===== src/rtl/ff_network_mac.sv =====
// Two-layer feed-forward network (input -> hidden -> output) sharing one signed MAC behind a host register map.
// Define FF_NETWORK_BIAS_EN to add per-neuron bias registers preloaded into the accumulator.
module ff_network_mac #(
  parameter int WIDTH      = 32,
  parameter int LENGHT_I   = 8,
  parameter int LENGHT_MID = 4,
  parameter int LENGHT_O   = 2,
  parameter int WIDTH_I    = 8,
  parameter int WIDTH_W    = 9,
  parameter int RANGE_SIGM = 1000,
  parameter int SHIFT      = 2,
  parameter int WIDTH_ACT  = $clog2(RANGE_SIGM),
  parameter int WIDTH_ACC  = WIDTH_ACT + 1 + WIDTH_W +
                             $clog2((LENGHT_I > LENGHT_MID) ? LENGHT_I : LENGHT_MID) + 1,
  parameter int WIDTH_ADDR = $clog2(LENGHT_I*LENGHT_MID + LENGHT_MID*LENGHT_O + LENGHT_I + 1 +
                                    2*LENGHT_O + LENGHT_MID)
) (
  input  logic                  clk,
  input  logic                  reset,
  input  logic                  read,
  input  logic                  write,
  input  logic [WIDTH_ADDR-1:0] address,
  input  logic [WIDTH-1:0]      in_d,
  output logic [WIDTH-1:0]      out_d,
  output logic                  ready,
  output logic                  down
);

  localparam int NW1    = LENGHT_I * LENGHT_MID;
  localparam int NW     = NW1 + LENGHT_MID * LENGHT_O;
  localparam int BASE_I = NW;
  localparam int BASE_C = BASE_I + LENGHT_I;
  localparam int BASE_O = BASE_C + 1;
  localparam int BASE_B = BASE_O + LENGHT_O;
  localparam int NB     = LENGHT_MID + LENGHT_O;

  localparam logic [WIDTH_ADDR-1:0] LAST_I   = WIDTH_ADDR'(LENGHT_I - 1);
  localparam logic [WIDTH_ADDR-1:0] LAST_MID = WIDTH_ADDR'(LENGHT_MID - 1);
  localparam logic [WIDTH_ADDR-1:0] LAST_O   = WIDTH_ADDR'(LENGHT_O - 1);

  typedef enum logic [2:0] {IDLE, MAC1, ACT1, MAC2, ACT2, DONE} state_t;

  state_t                        state_q, state_d;
  logic [WIDTH_ADDR-1:0]         cnt_q, cnt_d;
  logic [WIDTH_ADDR-1:0]         neu_q, neu_d;
  logic signed [WIDTH_ACC-1:0]   acc_q, acc_d;
  logic                          down_q, down_d;
  logic [WIDTH-1:0]              rdata_q, rdata_d;

  logic signed [WIDTH_W-1:0]     weight_q [NW];
  logic signed [WIDTH_W-1:0]     weight_d [NW];
  logic signed [WIDTH_I-1:0]     x_q [LENGHT_I];
  logic signed [WIDTH_I-1:0]     x_d [LENGHT_I];
  logic [WIDTH_ACT-1:0]          mid_q [LENGHT_MID];
  logic [WIDTH_ACT-1:0]          mid_d [LENGHT_MID];
  logic [WIDTH_ACT-1:0]          res_q [LENGHT_O];
  logic [WIDTH_ACT-1:0]          res_d [LENGHT_O];
`ifdef FF_NETWORK_BIAS_EN
  logic signed [WIDTH_W-1:0]     bias_q [NB];
  logic signed [WIDTH_W-1:0]     bias_d [NB];
  int                            bias_idx;
`endif

  logic                          idle, host_wr, start;
  int                            w_idx;
  logic signed [WIDTH_ACC-1:0]   op_w, op_x, product, preload;
  logic signed [WIDTH_ACC-1:0]   shifted, act_sum;
  logic [WIDTH_ACT-1:0]          act_val;
  logic                          unused_in_bits;

  assign idle           = (state_q == IDLE);
  assign host_wr        = write && idle;
  assign start          = host_wr && (address == WIDTH_ADDR'(BASE_C)) && in_d[0];
  assign unused_in_bits = ^in_d[WIDTH-1:WIDTH_W];

  // Operand and bias selection for the shared MAC; layer 2 treats mid as unsigned.
  always_comb begin
    op_w    = '0;
    op_x    = '0;
    preload = '0;
    if (state_q == MAC2) w_idx = NW1 + int'(neu_q) * LENGHT_MID + int'(cnt_q);
    else                 w_idx = int'(neu_q) * LENGHT_I + int'(cnt_q);
    for (int n = 0; n < NW; n++)
      if (n == w_idx) op_w = WIDTH_ACC'(weight_q[n]);
    if (state_q == MAC2) begin
      for (int n = 0; n < LENGHT_MID; n++)
        if (n == int'(cnt_q)) op_x = WIDTH_ACC'(mid_q[n]);
    end else begin
      for (int n = 0; n < LENGHT_I; n++)
        if (n == int'(cnt_q)) op_x = WIDTH_ACC'(x_q[n]);
    end
`ifdef FF_NETWORK_BIAS_EN
    case (state_q)
      ACT1:    bias_idx = (neu_q == LAST_MID) ? LENGHT_MID : int'(neu_q) + 1;
      ACT2:    bias_idx = LENGHT_MID + int'(neu_q) + 1;
      default: bias_idx = 0;
    endcase
    for (int n = 0; n < NB; n++)
      if (n == bias_idx) preload = WIDTH_ACC'(bias_q[n]);
`endif
  end

  always_comb begin
    product = op_w * op_x;
    shifted = acc_q >>> SHIFT;
    act_sum = shifted + WIDTH_ACC'(RANGE_SIGM / 2);
    if (act_sum < 0)                               act_val = '0;
    else if (act_sum > WIDTH_ACC'(RANGE_SIGM - 1)) act_val = WIDTH_ACT'(RANGE_SIGM - 1);
    else                                           act_val = act_sum[WIDTH_ACT-1:0];
  end

  // Sequencer: each neuron is LENGHT_* MAC cycles plus one activation cycle.
  always_comb begin
    state_d = state_q;
    cnt_d   = cnt_q;
    neu_d   = neu_q;
    acc_d   = acc_q;
    down_d  = down_q;
    mid_d   = mid_q;
    res_d   = res_q;
    case (state_q)
      IDLE: if (start) begin
        state_d = MAC1;
        cnt_d   = '0;
        neu_d   = '0;
        acc_d   = preload;
        down_d  = 1'b0;
      end
      MAC1: begin
        acc_d = acc_q + product;
        if (cnt_q == LAST_I) begin
          cnt_d   = '0;
          state_d = ACT1;
        end else cnt_d = cnt_q + 1'b1;
      end
      ACT1: begin
        for (int n = 0; n < LENGHT_MID; n++)
          if (n == int'(neu_q)) mid_d[n] = act_val;
        acc_d = preload;
        if (neu_q == LAST_MID) begin
          neu_d   = '0;
          state_d = MAC2;
        end else begin
          neu_d   = neu_q + 1'b1;
          state_d = MAC1;
        end
      end
      MAC2: begin
        acc_d = acc_q + product;
        if (cnt_q == LAST_MID) begin
          cnt_d   = '0;
          state_d = ACT2;
        end else cnt_d = cnt_q + 1'b1;
      end
      ACT2: begin
        for (int n = 0; n < LENGHT_O; n++)
          if (n == int'(neu_q)) res_d[n] = act_val;
        acc_d = preload;
        if (neu_q == LAST_O) state_d = DONE;
        else begin
          neu_d   = neu_q + 1'b1;
          state_d = MAC2;
        end
      end
      DONE: begin
        down_d  = 1'b1;
        state_d = IDLE;
      end
      default: state_d = IDLE;
    endcase
  end

  always_comb begin
    weight_d = weight_q;
    x_d      = x_q;
`ifdef FF_NETWORK_BIAS_EN
    bias_d   = bias_q;
`endif
    if (host_wr) begin
      for (int n = 0; n < NW; n++)
        if (address == WIDTH_ADDR'(n)) weight_d[n] = in_d[WIDTH_W-1:0];
      for (int n = 0; n < LENGHT_I; n++)
        if (address == WIDTH_ADDR'(BASE_I + n)) x_d[n] = in_d[WIDTH_I-1:0];
`ifdef FF_NETWORK_BIAS_EN
      for (int n = 0; n < NB; n++)
        if (address == WIDTH_ADDR'(BASE_B + n)) bias_d[n] = in_d[WIDTH_W-1:0];
`endif
    end
  end

  // Read data always reflects pre-write register contents.
  always_comb begin
    rdata_d = rdata_q;
    if (read) begin
      rdata_d = '0;
      for (int n = 0; n < NW; n++)
        if (address == WIDTH_ADDR'(n)) rdata_d = WIDTH'(weight_q[n]);
      for (int n = 0; n < LENGHT_I; n++)
        if (address == WIDTH_ADDR'(BASE_I + n)) rdata_d = WIDTH'(x_q[n]);
      if (address == WIDTH_ADDR'(BASE_C)) rdata_d = {{(WIDTH-2){1'b0}}, down_q, ~idle};
      for (int n = 0; n < LENGHT_O; n++)
        if (address == WIDTH_ADDR'(BASE_O + n)) rdata_d = WIDTH'(res_q[n]);
`ifdef FF_NETWORK_BIAS_EN
      for (int n = 0; n < NB; n++)
        if (address == WIDTH_ADDR'(BASE_B + n)) rdata_d = WIDTH'(bias_q[n]);
`endif
    end
  end

  always_ff @(posedge clk or posedge reset) begin
    if (reset) begin
      state_q  <= IDLE;
      cnt_q    <= '0;
      neu_q    <= '0;
      acc_q    <= '0;
      down_q   <= 1'b0;
      rdata_q  <= '0;
      weight_q <= '{default: '0};
      x_q      <= '{default: '0};
      mid_q    <= '{default: '0};
      res_q    <= '{default: '0};
`ifdef FF_NETWORK_BIAS_EN
      bias_q   <= '{default: '0};
`endif
    end else begin
      state_q  <= state_d;
      cnt_q    <= cnt_d;
      neu_q    <= neu_d;
      acc_q    <= acc_d;
      down_q   <= down_d;
      rdata_q  <= rdata_d;
      weight_q <= weight_d;
      x_q      <= x_d;
      mid_q    <= mid_d;
      res_q    <= res_d;
`ifdef FF_NETWORK_BIAS_EN
      bias_q   <= bias_d;
`endif
    end
  end

  assign out_d = rdata_q;
  assign ready = idle;
  assign down  = down_q;

endmodule


===== config.mk =====
export PLATFORM = sky130hd
export DESIGN_NAME = ff_network_mac
export DESIGN_NICKNAME = d
export VERILOG_FILES = /design/src/rtl/ff_network_mac.sv
export SDC_FILE = /design/constraint.sdc
export NUM_CORES = 2
export LEC_CHECK = 0
export CORE_ASPECT_RATIO = 1.75
export CORE_MARGIN = 2
export CORE_UTILIZATION = 40
export CTS_BUF_LIST = sky130_fd_sc_hd__clkbuf_8
export CTS_CLUSTER_SIZE = 8
export DETAILED_ROUTE_END_ITERATION = 16
export HOLD_SLACK_MARGIN = 0.08
export PLACE_DENSITY_LB_ADDON = 0.25
export SYNTH_ARGS = -nofsm -noshare
export SYNTH_HDL_FRONTEND = slang
export SYNTH_SLANG_ARGS = --single-unit

===== constraint.sdc =====
create_clock -name clk -period 19.07 [get_ports clk]
set_clock_uncertainty 0.15 [all_clocks]
set_input_delay 2.8605 -clock clk [delete_from_list [all_inputs] [get_ports clk]]
set_output_delay 2.8605 -clock clk [all_outputs]
set_load 0.05 [all_outputs]

# Word-level counts from Yosys, hierarchy flattened
# Cells that the tools add are included.
# op_classes
add_sub_neg,7
multipliers,1
div,0
n_lt_le_gt_ge,2
eq_ne,112
shift,0
n_mux,124
bitwise,1
reduce_logical,73
# op_table
cell,n
$mux 32,51
$mux 24,53
$eq 6x32->1 const A,16
$eq 5x32->1 const A,8
$eq 7x32->1 const A,8
$eq 4x32->1 const A,4
$eq 6x6->1 const B,19
$reduce_and 2->1,57
$eq 6x5->1 const B,16
$pmux 24 s3,1
$eq 3x32->1 const A,2
$eq 6x4->1 const B,8
$mux 10,4
$pmux 6 s3,2
$eq 2x32->1 const A,1
$logic_not 32->1,1
$eq 6x3->1 const B,5
$mux 6,5
$add 24x24->24,1
$eq 3x6->1 const A,4
$eq 4x6->1 const A,4
$eq 6x2->1 const B,4
$mul 24x24->24,1
$add 22x10->23 const B,1
other kinds (25),44
# totals
reg_bits,556
latch_bits,0
mem_bits_rw,0
rom_bits,0
inputBits,42
output_inout_bits,34
mem_count,0

# Longest topological paths before layout
# depth
ltp_word,52
ltp_mapped,46

# Least setup slack after synthesis
# No wires, ideal clock.
# synth_path
kind,reg-to-reg
start,reg neu_q[3]
end,reg acc_q[22]
setup_ps,133
t_arrival_ps,9275
required_ps,18787
path_slack_ps,9512
stages_incl_launch_ff,40
n_path_buf,2
period_less_slack_ps,9558
cell_sequence,dfrtp_1 > inv_1 > ha_1 > inv_1 > ha_1 > or2_1 > a311o_1 > o41a_1 > buf_2 > a21oi_2 > nor2_1 > a221oi_1 > o22ai_1 > a221oi_1 > a21oi_1 > o22ai_1 > a21oi_1 > a311o_1 > [... 4 more ...] > inv_1 > fa_1 > inv_1 > ha_1 > fa_1 > fa_1 > inv_1 > fa_1 > inv_1 > ha_1 > or2_2 > a21oi_1 > a211oi_1 > o31ai_1 > nor2_1 > a2111oi_0 > xor2_1 > o21ai_0
# synth_between
elab_chain_len,47
elab_cells_between_ends,87
classes_between,add/sub: 4; mul: 1; eq/ne: 39; mux: 42; reduce/logical: 1
# synth_lines
element,line,text
start: declaration,45,"logic [WIDTH_ADDR-1:0] neu_q, neu_d;"
start signal: assignment,228,neu_q <= neu_d;
$add 6x8->9,81,if (state_q == MAC2) w_idx = NW1 + int'(neu_q) * LENGHT_MID + int'(cnt_q);
$add 9x6->10,81,
$mux 10 (*),81,
$logic_not 32->1,84,if (n == w_idx) op_w = WIDTH_ACC'(weight_q[n]);
$mux 24 (39 in series),84,
$mux 24 (*),84,
$mul 24x24->24 (*),104,product = op_w * op_x;
$add 24x24->24 (*),"130, 149",
$pmux 24 s3 (*),121,case (state_q)
end signal: assignment,215,acc_q <= '0;
end signal: assignment,229,acc_q <= acc_d;
end: declaration,46,"logic signed [WIDTH_ACC-1:0] acc_q, acc_d;"
# Mark *: on every way between the ends. The rest lies on a longest branch, timed or not.
# A chain may end at the register's enable or synchronous reset.

# Worst setup path in the final report
# Same ends and word-level chain as after synthesis.

==> impl_results.md <==
* Peak VDD IR at 0.05653 mV
* Syn avg cell area at about 10 um^2
* Worst path most repeated cell: ha_1
* Post-Syn Instances at 3922
* Final Total Pwr at 2.344 mW
* Slew @ Worst Pin at ~1.6 ns
* Initial antenna violation count at 10
* Hold Slack at ~0.33 ns
* Worst skew pair latency at 0.82 ns
* Final #Nets at 4266
* Die area at 98860 um^2
* Fin cells at about 5200
* Status: finished, violations left
* DR iter-0 viols at 3744
* Final number of max-transition violations at 3
* CTS tree: yes
* EDFF count, synth at 0
* RSZ-0062 raised after global routing: false
* Initial Util at 0.4031
* H-Tree Depth at 3
* WP data arrival at roughly 13 ns
* Synth area leaders: dfrtp_1 (35%), mux2_2 (14%), fa_1 (8.7%)
* Die X at between 200 and 250 um
* Critical path required time at approximately 20 ns
* LEAKAGE at roughly 20 nW
* Max stage delay on crit path at 0.69 ns
* Setup crit start kind: flop
* Post-synth top cells: dfrtp_1 (535), mux2_2 (495), nand2_1 (354)
* Ports at 76
* Row Count at 150
* DPL Wire Length at 118.9 mm
* Critical-path maximum fanout at 19
* Largest net degree at the start of global routing at 148
* Storage cell area at 13390 um^2
* Crit Path Class: flop to flop
* GRT Residual Overflow at 0
* CP top delay family: compound AO/OA/AOI/OAI gates
* Failing checks: max-capacitance violations, max-slew violations
* Share of post-route cells with drive strength above 1 at 0.2018
* Pwr/cell area at 55.80 nW/um^2
* Tmin final at roughly 13 ns
* Fin util at 0.4397
* Synth Cell Area at between 30000 and 40000 um^2
* Sequential share of the synthesized area at 0.3477
* Clock Sinks at 535
* Synth Net Count at 4275
* DRT Wirelength at approximately 170 mm
* CTS resizes at 0
* Hold Buf Count CTS at 0
* Clk root buf: clkbuf_8
* Die Ht at slightly above 400 um
* First-pass GRT wire length at 241.8 mm
* Final setup fails at 0
* Cell Count Post-Placement at 5040
* Fraction of registers with async set/reset at 1.000
* Reg-to-reg slack, setup at 6.56 ns
* Most frequent cell after synthesis: dfrtp_1
* Top FF cell, synth: dfrtp_1
* Post-DRT Antenna Nets at 0
* F_max at 79.94 MHz
* Layout fillers at 9358
* Critical Path Slowest Stage Cell: nand3_1
* Layout area overhead at 9.095%
* Multi-input logic area at 22870 um^2
* DR WL/cell at 32.28 um
* DR vias/cell at 6.498
* Total of max-cap violations at 3
* Worst Setup End Kind: flop
* Setup TNS at 0 ns
* HP Class: flop to flop
* Number of global-route vias before repair at 34650
* Post-synth top area share at 0.3477
* Vias post-DR at between 30000 and 40000
* Core ar. at ~96000 um^2
* Reg clk slew, reported paths at 0.06 ns
* Rel. slew slack at -0.08082
* Clock Path Buffers at 3
* Synth cell types at around 110
* Total GRT Usage at 0.3402
* Port buffer count at 52
* Ys Warns at 0
* Final Hold Fails at 0
* RD Place Congestion at 1.059
* TritonRoute pass-1 iters at 8
* Remaining DRCs at 0
* CTS Buf Count at 87
* Area leader, netlist: dfrtp_1
* Final Cycle Share at 0.6560
* Flops & latches, synth at 535
* Buf/Inv on CP at 5
* Setup Buffers After CTS at 0
[power by group]
part	internal [mW]	switching, mW
Clock	0.512	0.530
Sequential	1.14	0.00349
Combinational	0.0333	0.128
Total	1.68	0.661
[worst paths after layout]
path | end | from | cells after the start
max in group asynchronous | mid_q[21] | reset | 5
max reg2reg | acc_q[22] | neu_q[3] | 38
max | acc_q[22] | neu_q[3] | 38
min reg2reg | mid_q[3] | mid_q[3] | 2
min in group asynchronous | weight_q[124] | reset | 2
min | mid_q[3] | mid_q[3] | 2
[tightest hold or removal path, stage by stage, from the launching register on]
cell and delay, ns:
dfrtp_1 0.34, nand2_1 0.05, o21ai_0 0.06
[cell usage in the layout (no fill, tap or decap), types with 74 or more instances in the layout]
master    count
a22oi_1      88
o21ai_0     172
nand3_1      74
nor3_1       78
mux2_2      495
a21oi_1     182
nor2_1      239
buf_4       105
ha_1        140
clkbuf_8    100
fa_1        167
dfrtp_1     535
inv_1       351
nand2_1     354
[sequential cells by signal, indices dropped and copies added (netlist names)]
signal    count
out_d        11
down          1
weight_q    360
x_q          64
state_q       3
res_q        20
cnt_q         6
neu_q         6
mid_q        40
acc_q        24
[layout make-up]
cell class	instances	area share
Clock buffer	100	0.03276
Tap cell	1216	0.03622
Clock inverter	50	0.008072
Multi-Input combinational cell	2812	0.5445
Sequential cell	535	0.3187
Inverter	320	0.02877
Timing Repair Buffer	157	0.03068
Antenna cell	5	0.0002978
[metal layers]
layer  track usage  part of all wire  up-vias
met3       0.07788             0.077      853
met4        0.3139              0.12        6
met5             0           0.00023        -
li1              -                 -    14080
met1        0.3435              0.32    16860
met2        0.5773              0.49     1966
[cell families (layout without fill, tap and decap cells)]
family,Yosys count,in the layout,synth area share
simple gates,1006,1006,0.1242
compound gates,898,898,0.1611
buf+inv,575,627,0.06011
mux,539,539,0.1593
flops,535,535,0.3477
fa+ha+maj,311,311,0.1336
xor+xnor,58,58,0.01391
other cells,0,5,0
[per-stage QoR]
stage          area [um^2]  setup WS [ns]
2_1_floorplan        38510          1.108
3_3_place_gp         40270          7.109
3_5_place_dp         40270          7.073
4_1_cts              41990          6.958
5_1_grt              42000          5.843
6_report             42010          6.561
Note: power is estimated with default switching activity, not from simulation.
